<file path="config.mk">
export PLATFORM = sky130hd
export DESIGN_NAME = ysyx_220053_alu_dispatch
export DESIGN_NICKNAME = d
export VERILOG_FILES = /design/src/rtl/ysyx_220053_alu_pkg.sv /design/src/rtl/ysyx_220053_alu_opdec.sv /design/src/rtl/ysyx_220053_alu_dispatch.sv
export SDC_FILE = /design/constraint.sdc
export NUM_CORES = 1
export LEC_CHECK = 0
export CAP_MARGIN = 20
export CORE_MARGIN = 2
export CORE_UTILIZATION = 53
export DETAILED_ROUTE_END_ITERATION = 8
export PLACE_DENSITY = 0.86
export SYNTH_ARGS = -nofsm -noshare
export SYNTH_HDL_FRONTEND = slang
export SYNTH_HIERARCHICAL = 1
export SYNTH_SLANG_ARGS = --single-unit
export TNS_END_PERCENT = 5
</file>
<file path="constraint.sdc">
create_clock -name clk -period 3.33 [get_ports clk]
set_input_delay 0.4995 -clock clk [delete_from_list [all_inputs] [get_ports clk]]
set_output_delay 0.4995 -clock clk [all_outputs]
set_load 0.02 [all_outputs]
</file>
<file path="src/rtl/ysyx_220053_alu_pkg.sv">
// Shared definitions for the RV64I integer-ALU dispatch slice.
// Contents:
//   DATA_W           operand / PC width (64)
//   ALU_*            5-bit ALUOp encodings understood by the EX-stage ALU
//   OP .. AUIPC      major opcodes handled by the decoder
//   buf_state_e      occupancy of the two-slot output buffer
//   alu_op_t         one decoded op {aluop, a, b, rd, wen, illegal}
//   sext12()         sign-extend a 12-bit immediate to DATA_W
package ysyx_220053_alu_pkg;

   localparam int unsigned DATA_W = 64;

   localparam logic [4:0] ALU_ADD   = 5'b00000;
   localparam logic [4:0] ALU_ADDW  = 5'b10000;
   localparam logic [4:0] ALU_SLL   = 5'b00001;
   localparam logic [4:0] ALU_SLLW  = 5'b10001;
   localparam logic [4:0] ALU_SLT   = 5'b00010;
   localparam logic [4:0] ALU_SLTU  = 5'b00011;
   localparam logic [4:0] ALU_XOR   = 5'b00100;
   localparam logic [4:0] ALU_SRL   = 5'b00101;
   localparam logic [4:0] ALU_SRLW  = 5'b10101;
   localparam logic [4:0] ALU_OR    = 5'b00110;
   localparam logic [4:0] ALU_AND   = 5'b00111;
   localparam logic [4:0] ALU_SUB   = 5'b01000;
   localparam logic [4:0] ALU_SUBW  = 5'b11000;
   localparam logic [4:0] ALU_SRA   = 5'b01101;
   localparam logic [4:0] ALU_SRAW  = 5'b11101;
   localparam logic [4:0] ALU_PASSB = 5'b01111;

   localparam logic [6:0] OP        = 7'b0110011;
   localparam logic [6:0] OP_IMM    = 7'b0010011;
   localparam logic [6:0] OP_32     = 7'b0111011;
   localparam logic [6:0] OP_IMM_32 = 7'b0011011;
   localparam logic [6:0] LUI       = 7'b0110111;
   localparam logic [6:0] AUIPC     = 7'b0010111;

   typedef enum logic [1:0] {
      BUF_EMPTY,
      BUF_ONE,
      BUF_TWO
   } buf_state_e;

   typedef struct packed {
      logic [4:0]        aluop;
      logic [DATA_W-1:0] a;
      logic [DATA_W-1:0] b;
      logic [4:0]        rd;
      logic              wen;
      logic              illegal;
   } alu_op_t;

   function automatic logic [DATA_W-1:0] sext12(input logic [11:0] imm);
      return {{(DATA_W-12){imm[11]}}, imm};
   endfunction

endpackage

</file>
<file path="src/rtl/ysyx_220053_alu_opdec.sv">
// Combinational decoder: raw RV64I ALU instruction plus its operands into an
// alu_op_t ready for the EX-stage ALU.
// Ports:
//   inst_i   32  raw instruction
//   pc_i     64  PC of inst_i (operand A for AUIPC)
//   rs1_i    64  rs1 read data
//   rs2_i    64  rs2 read data
//   op_o     --  decoded op; illegal encodings give aluop=ADD, a=b=0, wen=0, illegal=1
module ysyx_220053_alu_opdec
   import ysyx_220053_alu_pkg::*;
(
   input  logic [31:0]       inst_i,
   input  logic [DATA_W-1:0] pc_i,
   input  logic [DATA_W-1:0] rs1_i,
   input  logic [DATA_W-1:0] rs2_i,
   output alu_op_t           op_o
);

   logic [6:0]        opcode;
   logic [2:0]        f3;
   logic [6:0]        f7;
   logic [4:0]        rd;
   logic [DATA_W-1:0] imm_i;
   logic [DATA_W-1:0] imm_u;
   logic [DATA_W-1:0] shamt6;
   logic [DATA_W-1:0] shamt5;
   logic              unused_rs1_field;

   assign opcode = inst_i[6:0];
   assign rd     = inst_i[11:7];
   assign f3     = inst_i[14:12];
   assign f7     = inst_i[31:25];
   assign imm_i  = sext12(inst_i[31:20]);
   assign imm_u  = {{(DATA_W-32){inst_i[31]}}, inst_i[31:12], 12'h000};
   assign shamt6 = {{(DATA_W-6){1'b0}}, inst_i[25:20]};
   assign shamt5 = {{(DATA_W-5){1'b0}}, inst_i[24:20]};
   // Register indices are resolved upstream; only the data arrives here.
   assign unused_rs1_field = ^inst_i[19:15];

   logic              legal;
   logic [4:0]        aluop;
   logic [DATA_W-1:0] opa;
   logic [DATA_W-1:0] opb;

   always_comb begin
      legal = 1'b1;
      aluop = ALU_ADD;
      opa   = rs1_i;
      opb   = rs2_i;
      case (opcode)
         OP: begin
            // With funct7=0 the base ALUOp is simply {2'b00, funct3}.
            if (f7 == 7'b0000000) begin
               aluop = {2'b00, f3};
            end else if (f7 == 7'b0100000 && f3 == 3'd0) begin
               aluop = ALU_SUB;
            end else if (f7 == 7'b0100000 && f3 == 3'd5) begin
               aluop = ALU_SRA;
            end else begin
               legal = 1'b0;
            end
         end
         OP_IMM: begin
            opb = imm_i;
            case (f3)
               3'd1: begin
                  opb = shamt6;
                  if (inst_i[31:26] == 6'b000000) aluop = ALU_SLL;
                  else                            legal = 1'b0;
               end
               3'd5: begin
                  opb = shamt6;
                  if (inst_i[31:26] == 6'b000000)      aluop = ALU_SRL;
                  else if (inst_i[31:26] == 6'b010000) aluop = ALU_SRA;
                  else                                 legal = 1'b0;
               end
               default: aluop = {2'b00, f3};
            endcase
         end
         OP_32: begin
            if (f7 == 7'b0000000 && f3 == 3'd0)      aluop = ALU_ADDW;
            else if (f7 == 7'b0000000 && f3 == 3'd1) aluop = ALU_SLLW;
            else if (f7 == 7'b0000000 && f3 == 3'd5) aluop = ALU_SRLW;
            else if (f7 == 7'b0100000 && f3 == 3'd0) aluop = ALU_SUBW;
            else if (f7 == 7'b0100000 && f3 == 3'd5) aluop = ALU_SRAW;
            else                                     legal = 1'b0;
         end
         OP_IMM_32: begin
            opb = shamt5;
            // Full funct7 compare also enforces inst[25]=0 on the W shifts.
            if (f3 == 3'd0) begin
               aluop = ALU_ADDW;
               opb   = imm_i;
            end else if (f3 == 3'd1 && f7 == 7'b0000000) begin
               aluop = ALU_SLLW;
            end else if (f3 == 3'd5 && f7 == 7'b0000000) begin
               aluop = ALU_SRLW;
            end else if (f3 == 3'd5 && f7 == 7'b0100000) begin
               aluop = ALU_SRAW;
            end else begin
               legal = 1'b0;
            end
         end
         LUI: begin
            aluop = ALU_PASSB;
            opb   = imm_u;
         end
         AUIPC: begin
            aluop = ALU_ADD;
            opa   = pc_i;
            opb   = imm_u;
         end
         default: legal = 1'b0;
      endcase
   end

   // Illegal ops still travel downstream in order, with neutral operands.
   assign op_o.aluop   = legal ? aluop : ALU_ADD;
   assign op_o.a       = legal ? opa : '0;
   assign op_o.b       = legal ? opb : '0;
   assign op_o.rd      = rd;
   assign op_o.wen     = legal && (rd != 5'd0);
   assign op_o.illegal = ~legal;

endmodule

</file>
<file path="src/rtl/ysyx_220053_alu_dispatch.sv">
// ID->EX dispatch for RV64I integer-ALU ops: decodes, then holds ops in a
// two-slot (MAIN + SKID) buffer with valid/ready on both sides. in_ready is
// registered so EX backpressure never reaches ID combinationally.
// Ports:
//   clk, rst_n                  clock, async active-low reset
//   in_valid/in_ready           ID handshake (in_ready registered)
//   in_inst/in_pc/in_rs1/in_rs2 instruction, PC and register data
//   flush                       drop all buffered ops and the same-cycle input
//   out_valid/out_ready         EX handshake
//   out_aluop/out_inputa/out_inputb/out_rd/out_wen/out_illegal  decoded op (MAIN slot)
module ysyx_220053_alu_dispatch
   import ysyx_220053_alu_pkg::*;
#(
   parameter int unsigned XLEN = 64  // only 64 is supported
) (
   input  logic            clk,
   input  logic            rst_n,
   input  logic            in_valid,
   output logic            in_ready,
   input  logic [31:0]     in_inst,
   input  logic [XLEN-1:0] in_pc,
   input  logic [XLEN-1:0] in_rs1,
   input  logic [XLEN-1:0] in_rs2,
   input  logic            flush,
   output logic            out_valid,
   input  logic            out_ready,
   output logic [4:0]      out_aluop,
   output logic [XLEN-1:0] out_inputa,
   output logic [XLEN-1:0] out_inputb,
   output logic [4:0]      out_rd,
   output logic            out_wen,
   output logic            out_illegal
);

   alu_op_t    dec;
   alu_op_t    main_q, main_d;
   alu_op_t    skid_q, skid_d;
   buf_state_e state_q, state_d;
   logic       in_ready_q;
   logic       accept;
   logic       pop;

   ysyx_220053_alu_opdec u_opdec (
      .inst_i (in_inst),
      .pc_i   (in_pc),
      .rs1_i  (in_rs1),
      .rs2_i  (in_rs2),
      .op_o   (dec)
   );

   // Flush swallows the same-cycle input, so it is masked out of accept here.
   assign accept = in_valid & in_ready_q & ~flush;
   assign pop    = out_valid & out_ready;

   always_comb begin
      state_d = state_q;
      main_d  = main_q;
      skid_d  = skid_q;
      case (state_q)
         BUF_EMPTY: begin
            if (accept) begin
               state_d = BUF_ONE;
               main_d  = dec;
            end
         end
         BUF_ONE: begin
            if (accept && pop) begin
               main_d = dec;
            end else if (accept) begin
               state_d = BUF_TWO;
               skid_d  = dec;
            end else if (pop) begin
               state_d = BUF_EMPTY;
            end
         end
         BUF_TWO: begin
            if (pop) begin
               state_d = BUF_ONE;
               main_d  = skid_q;
            end
         end
         default: state_d = BUF_EMPTY;
      endcase
      if (flush) begin
         state_d = BUF_EMPTY;
      end
   end

   always_ff @(posedge clk or negedge rst_n) begin
      if (!rst_n) begin
         state_q    <= BUF_EMPTY;
         in_ready_q <= 1'b1;
         main_q     <= '0;
         skid_q     <= '0;
      end else begin
         state_q    <= state_d;
         in_ready_q <= (state_d != BUF_TWO);
         main_q     <= main_d;
         skid_q     <= skid_d;
      end
   end

   assign in_ready    = in_ready_q;
   assign out_valid   = (state_q != BUF_EMPTY);
   assign out_aluop   = main_q.aluop;
   assign out_inputa  = main_q.a;
   assign out_inputb  = main_q.b;
   assign out_rd      = main_q.rd;
   assign out_wen     = main_q.wen;
   assign out_illegal = main_q.illegal;

endmodule

</file>
; After elaboration in Yosys (flattened, before gate mapping)
; Cells that the tools add are included.
[word_totals]
ff_bits = 283
word_cells = 102
out_inout_bits = 142
in_bits = 229
[op_classes]
eq_ne = 16
bitwise = 6
n_mux = 48
n_reduce_logical = 18
[op_table]
columns = operator, n
row1 = 140-bit two-way mux, 3
row2 = 140-bit case mux with 3 select lines, 1
row3 = 64-bit two-way mux, 5
row4 = 64-bit case mux with 3 select lines, 1
row5 = 5-bit two-way mux, 12
row6 = "7-bit by 6-bit equality test with 1-bit output, second input constant", 4
row7 = 5-bit case mux with 5 select lines, 1
row8 = "7-bit by 5-bit equality test with 1-bit output, second input constant", 3
row9 = 1-bit two-way mux, 13
row10 = 2-bit two-way mux, 6
row11 = 5-bit case mux with 2 select lines, 1
row12 = 4-bit two-way mux, 2
row13 = "2-bit inequality test, second input constant", 4
row14 = 1-bit logical AND, 7
row15 = 7-bit zero test, 1
row16 = "6-bit by 5-bit equality test with 1-bit output, second input constant", 1
row17 = 6-bit zero test, 1
row18 = 2-bit case mux with 3 select lines, 1
row19 = 1-bit case mux with 5 select lines, 1
row20 = 5-bit nonzero test, 1
row21 = 4-bit AND reduction, 1
row22 = 2-bit OR reduction, 2
row23 = 1-bit bitwise AND, 3
row24 = "3-bit by 1-bit equality test with 1-bit output, second input constant", 1
row25 = 10 further kinds, 12

; Depth between registers and ports, before layout
[depth]
depth_word = 11
mapped_depth = 10
depth_no_buf = 7

; Cells and area by module
; Netlist, hierarchy kept.
[modules_own_cells]
columns = mod, area_each_um2, instances, cells_each
row1 = ysyx_220053_alu_dispatch, 11837.6, 1, 921
row2 = ysyx_220053_alu_opdec, 2120.8, 1, 435

; Least setup slack after synthesis
; Ideal clock, no wire load.
[synth_path]
path_type = in2reg
from = input in_inst[6]
to = register main_q (netlist bit out_inputa[42])
setup_time_ns = 0.083
path_stages = 9
setup_slack_ns = 1.155
arrival_ns = 2.093
n_path_buf = 2
t_required_ns = 3.247
path_cell_list = nand4b_4 -> or3_1 -> o32ai_2 -> a211oi_2 -> buf_2 -> buf_2 -> a21oi_1 -> mux2i_1 -> o21ai_0
[synth_rtl]
columns = item, line_no
row1 = "start, declared", ysyx_220053_alu_dispatch.sv:20  ; input logic [31:0] in_inst,
row2 = "end signal, assigned", ysyx_220053_alu_dispatch.sv:98  ; main_q <= main_d;
row3 = "end, declared", ysyx_220053_alu_dispatch.sv:36  ; alu_op_t main_q, main_d;

==> impl_metrics.env <==
export IMPL_yosysTopAreaCell="dfrtp_1"
export IMPL_drt_total_wl_mm=38.1
export IMPL_top_usage_layer="met2"
export IMPL_p_leak_nw=8.09
export IMPL_r2r_start="state_q[1]"
export IMPL_ys_top_cells_by_area="dfrtp_1, mux2_2, mux2i_1"
export IMPL_reg2regPathDepth=5
export IMPL_grt_use_met2_pct=45.8
export IMPL_syn_mean_instance_area_sq_um=10.3
export IMPL_cp_required_ns=3.73
export IMPL_core_region_area_sq_um=26000
export IMPL_slew_headroom_pct=39.4
export IMPL_pwr_density_cell_nw_per_um2=412
export IMPL_synth_common_cells="nand2_1, dfrtp_1, mux2i_1"
export IMPL_critPathMaxFanout=81
export IMPL_seqCellArea_sq_um=7080
export IMPL_vdd_drop_max_mv=0.342
export IMPL_cts_setup_buffers=0
export IMPL_worstPathArrival_ns=3.05
export IMPL_r2r_setup_slack_ns=1.23
export IMPL_synth_distinct_cells=47
export IMPL_dp_cells=1972
export IMPL_internal_power_mw=5.88
export IMPL_grt_max_degree=179
export IMPL_rows=59
export IMPL_finalCritPeriodShare_pct=79.7
export IMPL_gp_congestion=0.843
export IMPL_grt_ovfl_total=0
export IMPL_clock_latency_ns=0.55
export IMPL_ys_ff_latch=283
export IMPL_port_buffers=370
export IMPL_tns_ns=0
export IMPL_io_pins=371
export IMPL_yosysWarnings=6
export IMPL_multiInputGateArea_sq_um=6210
export IMPL_drc=0
export IMPL_whs_ns=-0.0189
export IMPL_hpwl_mm=25.6
export IMPL_fillers=1853
export IMPL_critPathCaptureType="register"
export IMPL_report_final_slew_viol_count=0
export IMPL_drt_iter0_markers=806
export IMPL_synthFlopType="dfrtp_1"
export IMPL_die_area_sq_um=27700
export IMPL_synth_most_common_cell="nand2_1"
export IMPL_cts_htree_levels=1
export IMPL_stdcell_count=2028
export IMPL_stdcell_area_sq_um=18700
export IMPL_grt_pass1_wl_mm=61.0
export IMPL_cts_tree="built"
export IMPL_holdBufCountCts=0
export IMPL_start_util_pct=53.7
export IMPL_violations="hold timing"
export IMPL_avgViaCountPerCell=5.66
export IMPL_hold_violations=7
export IMPL_clock_skew_final_ns=0.0134
export IMPL_layout_drive_gt1_share_pct=13.5
export IMPL_postPlaceCellArea_sq_um=17800
export IMPL_cts_made_buffers=30
export IMPL_clockRootBuffer="clkbuf_16"
export IMPL_clockPowerShare_pct=42.1
export IMPL_combPwrFrac_pct=11.5
export IMPL_r2r_end="out_inputa[6]"
export IMPL_maxCapViolCount=0
export IMPL_dr_pass1_iters=6
export IMPL_yosys_area_top_type_share_pct=50.6
export IMPL_p_sw_share_pct=23.8
export IMPL_grt_pass1_vias=11690
export IMPL_path_clk_slew_ns=0.06
export IMPL_outcome="complete, but fails checks"
export IMPL_synth_edff_count=0
export IMPL_routedWlPerCell_um=18.8
export IMPL_cts_sinks=283
export IMPL_die_w_um=166
export IMPL_critPathLaunchType="input pin"
export IMPL_power_net_switching_mw=1.83
export IMPL_cts_buffer_depth=3
export IMPL_syn_instance_count=1356
export IMPL_antenna_found_initial=2
export IMPL_use_met3_pct=5.82
export IMPL_fin_crit_ns=2.65
export IMPL_dr_total_vias=11488
export IMPL_power_share_sequential_pct=46.5
export IMPL_rsz0062_at_grt="no"
export IMPL_die_h_um=166
export IMPL_syn_to_final_growth_pct=34.2
export IMPL_netlist_area_sq_um=14000
export IMPL_use_met1_pct=34.5
export IMPL_nets=1898
export IMPL_setup_viol=0
export IMPL_detail_route_antenna_nets=0
export IMPL_worst_pin_slew_ns=0.906
export IMPL_gr_usage_all_layers_pct=26.9
export IMPL_max_freq_mhz=377
export IMPL_ys_async_sr_fraction_pct=100
export IMPL_path_class="input pin to register"
export IMPL_cts_resized=0
export IMPL_postSynthNetCount=1585
export IMPL_yosysSeqAreaShare_pct=50.7
export IMPL_min_path_type="input pin to asynchronous set/reset pin"
critical path, stage by stage:
cell and delay [ns]:
clkdlybuf4s50_1 0.60, nand2b_1 0.28, a31oi_1 0.27, o32ai_2 0.14
a211oi_4 0.33, buf_12 0.32, a21oi_1 0.15, mux2i_1 0.23
o21ai_1 0.09
per-layer routing:
metal / up-vias / share of wire, %
met3: 96 / 8.4
li1: 5328 / -
met4: 0 / 3.4
met2: 514 / 49
met5: - / 0
met1: 5550 / 40
metrics by stage:
stage,util [%],total power [mW],setup WS [ns]
after floorplan,-,4.01,1.15
after global placement,68.4,4.51,0.289
after detailed placement,68.4,4.53,0.181
after CTS,72.1,7.77,0.762
after global routing,72.1,8.00,0.568
final,72.1,7.71,0.677
sequential cells by signal, summed over array words and instances, names as in the netlist:
register / flops
out_illegal: 1
in_ready: 1
out_wen: 1
out_aluop: 5
out_inputb: 64
state_q: 2
out_rd: 5
skid_q: 140
out_inputa: 64
kinds of logic (layout without fill, tap and decap cells):
logic type,Yosys count,after routing,synth area share (%)
AND/OR/NAND/NOR,363,363,10.8
AO/OA/AOI/OAI,309,309,12.0
flip-flops,283,283,50.7
multiplexers,281,281,21.4
buffers and inverters,119,454,5.06
XOR/XNOR,1,1,0.0628
other,0,2,0
placed cells by master (no fill, tap or decap), types with 6 or more instances in the layout:
cell type / count
nand2_1: 310
clkbuf_16: 31
nand3_1: 6
mux2i_1: 141
a22oi_1: 29
a21oi_1: 121
nor2_1: 15
buf_4: 14
o21ai_0: 45
clkdlybuf4s50_1: 369
mux2_2: 140
dfrtp_1: 282
buf_12: 11
clkinv_2: 10
o21ai_1: 101
worst max-delay path by stage:
stage | start | to | slack [ns] | cells past startpoint
after floorplan | in_inst[6] | out_inputa[42] | 1.15 | 9
after global placement | in_inst[14] | skid_q[86] | 0.29 | 8
after detailed placement | in_inst[5] | out_inputb[34] | 0.18 | 8
after CTS | in_inst[14] | out_inputa[6] | 0.76 | 9
after global routing | in_inst[14] | out_inputa[6] | 0.57 | 9
final | in_inst[14] | out_inputa[6] | 0.68 | 9
power by group through the flow:
stage	Combinational, mW	Clock (mW)	Sequential (mW)
floorplan	0.330	0	3.68
global placement	0.871	0	3.64
global route	0.956	3.46	3.59
finish	0.885	3.24	3.58
CTS	0.891	3.30	3.58
detailed placement	0.885	0	3.64
area by class of cell:
class | count | area share [%]
diodes | 2 | 0.0267
clock buffers | 38 | 4.39
clock inverters | 16 | 0.755
inverters | 5 | 0.100
multi-input cells | 954 | 33.2
flip-flops and latches | 283 | 37.8
well taps | 335 | 2.24
repair buffers | 395 | 21.5
Power figures use the tool's default switching activity.
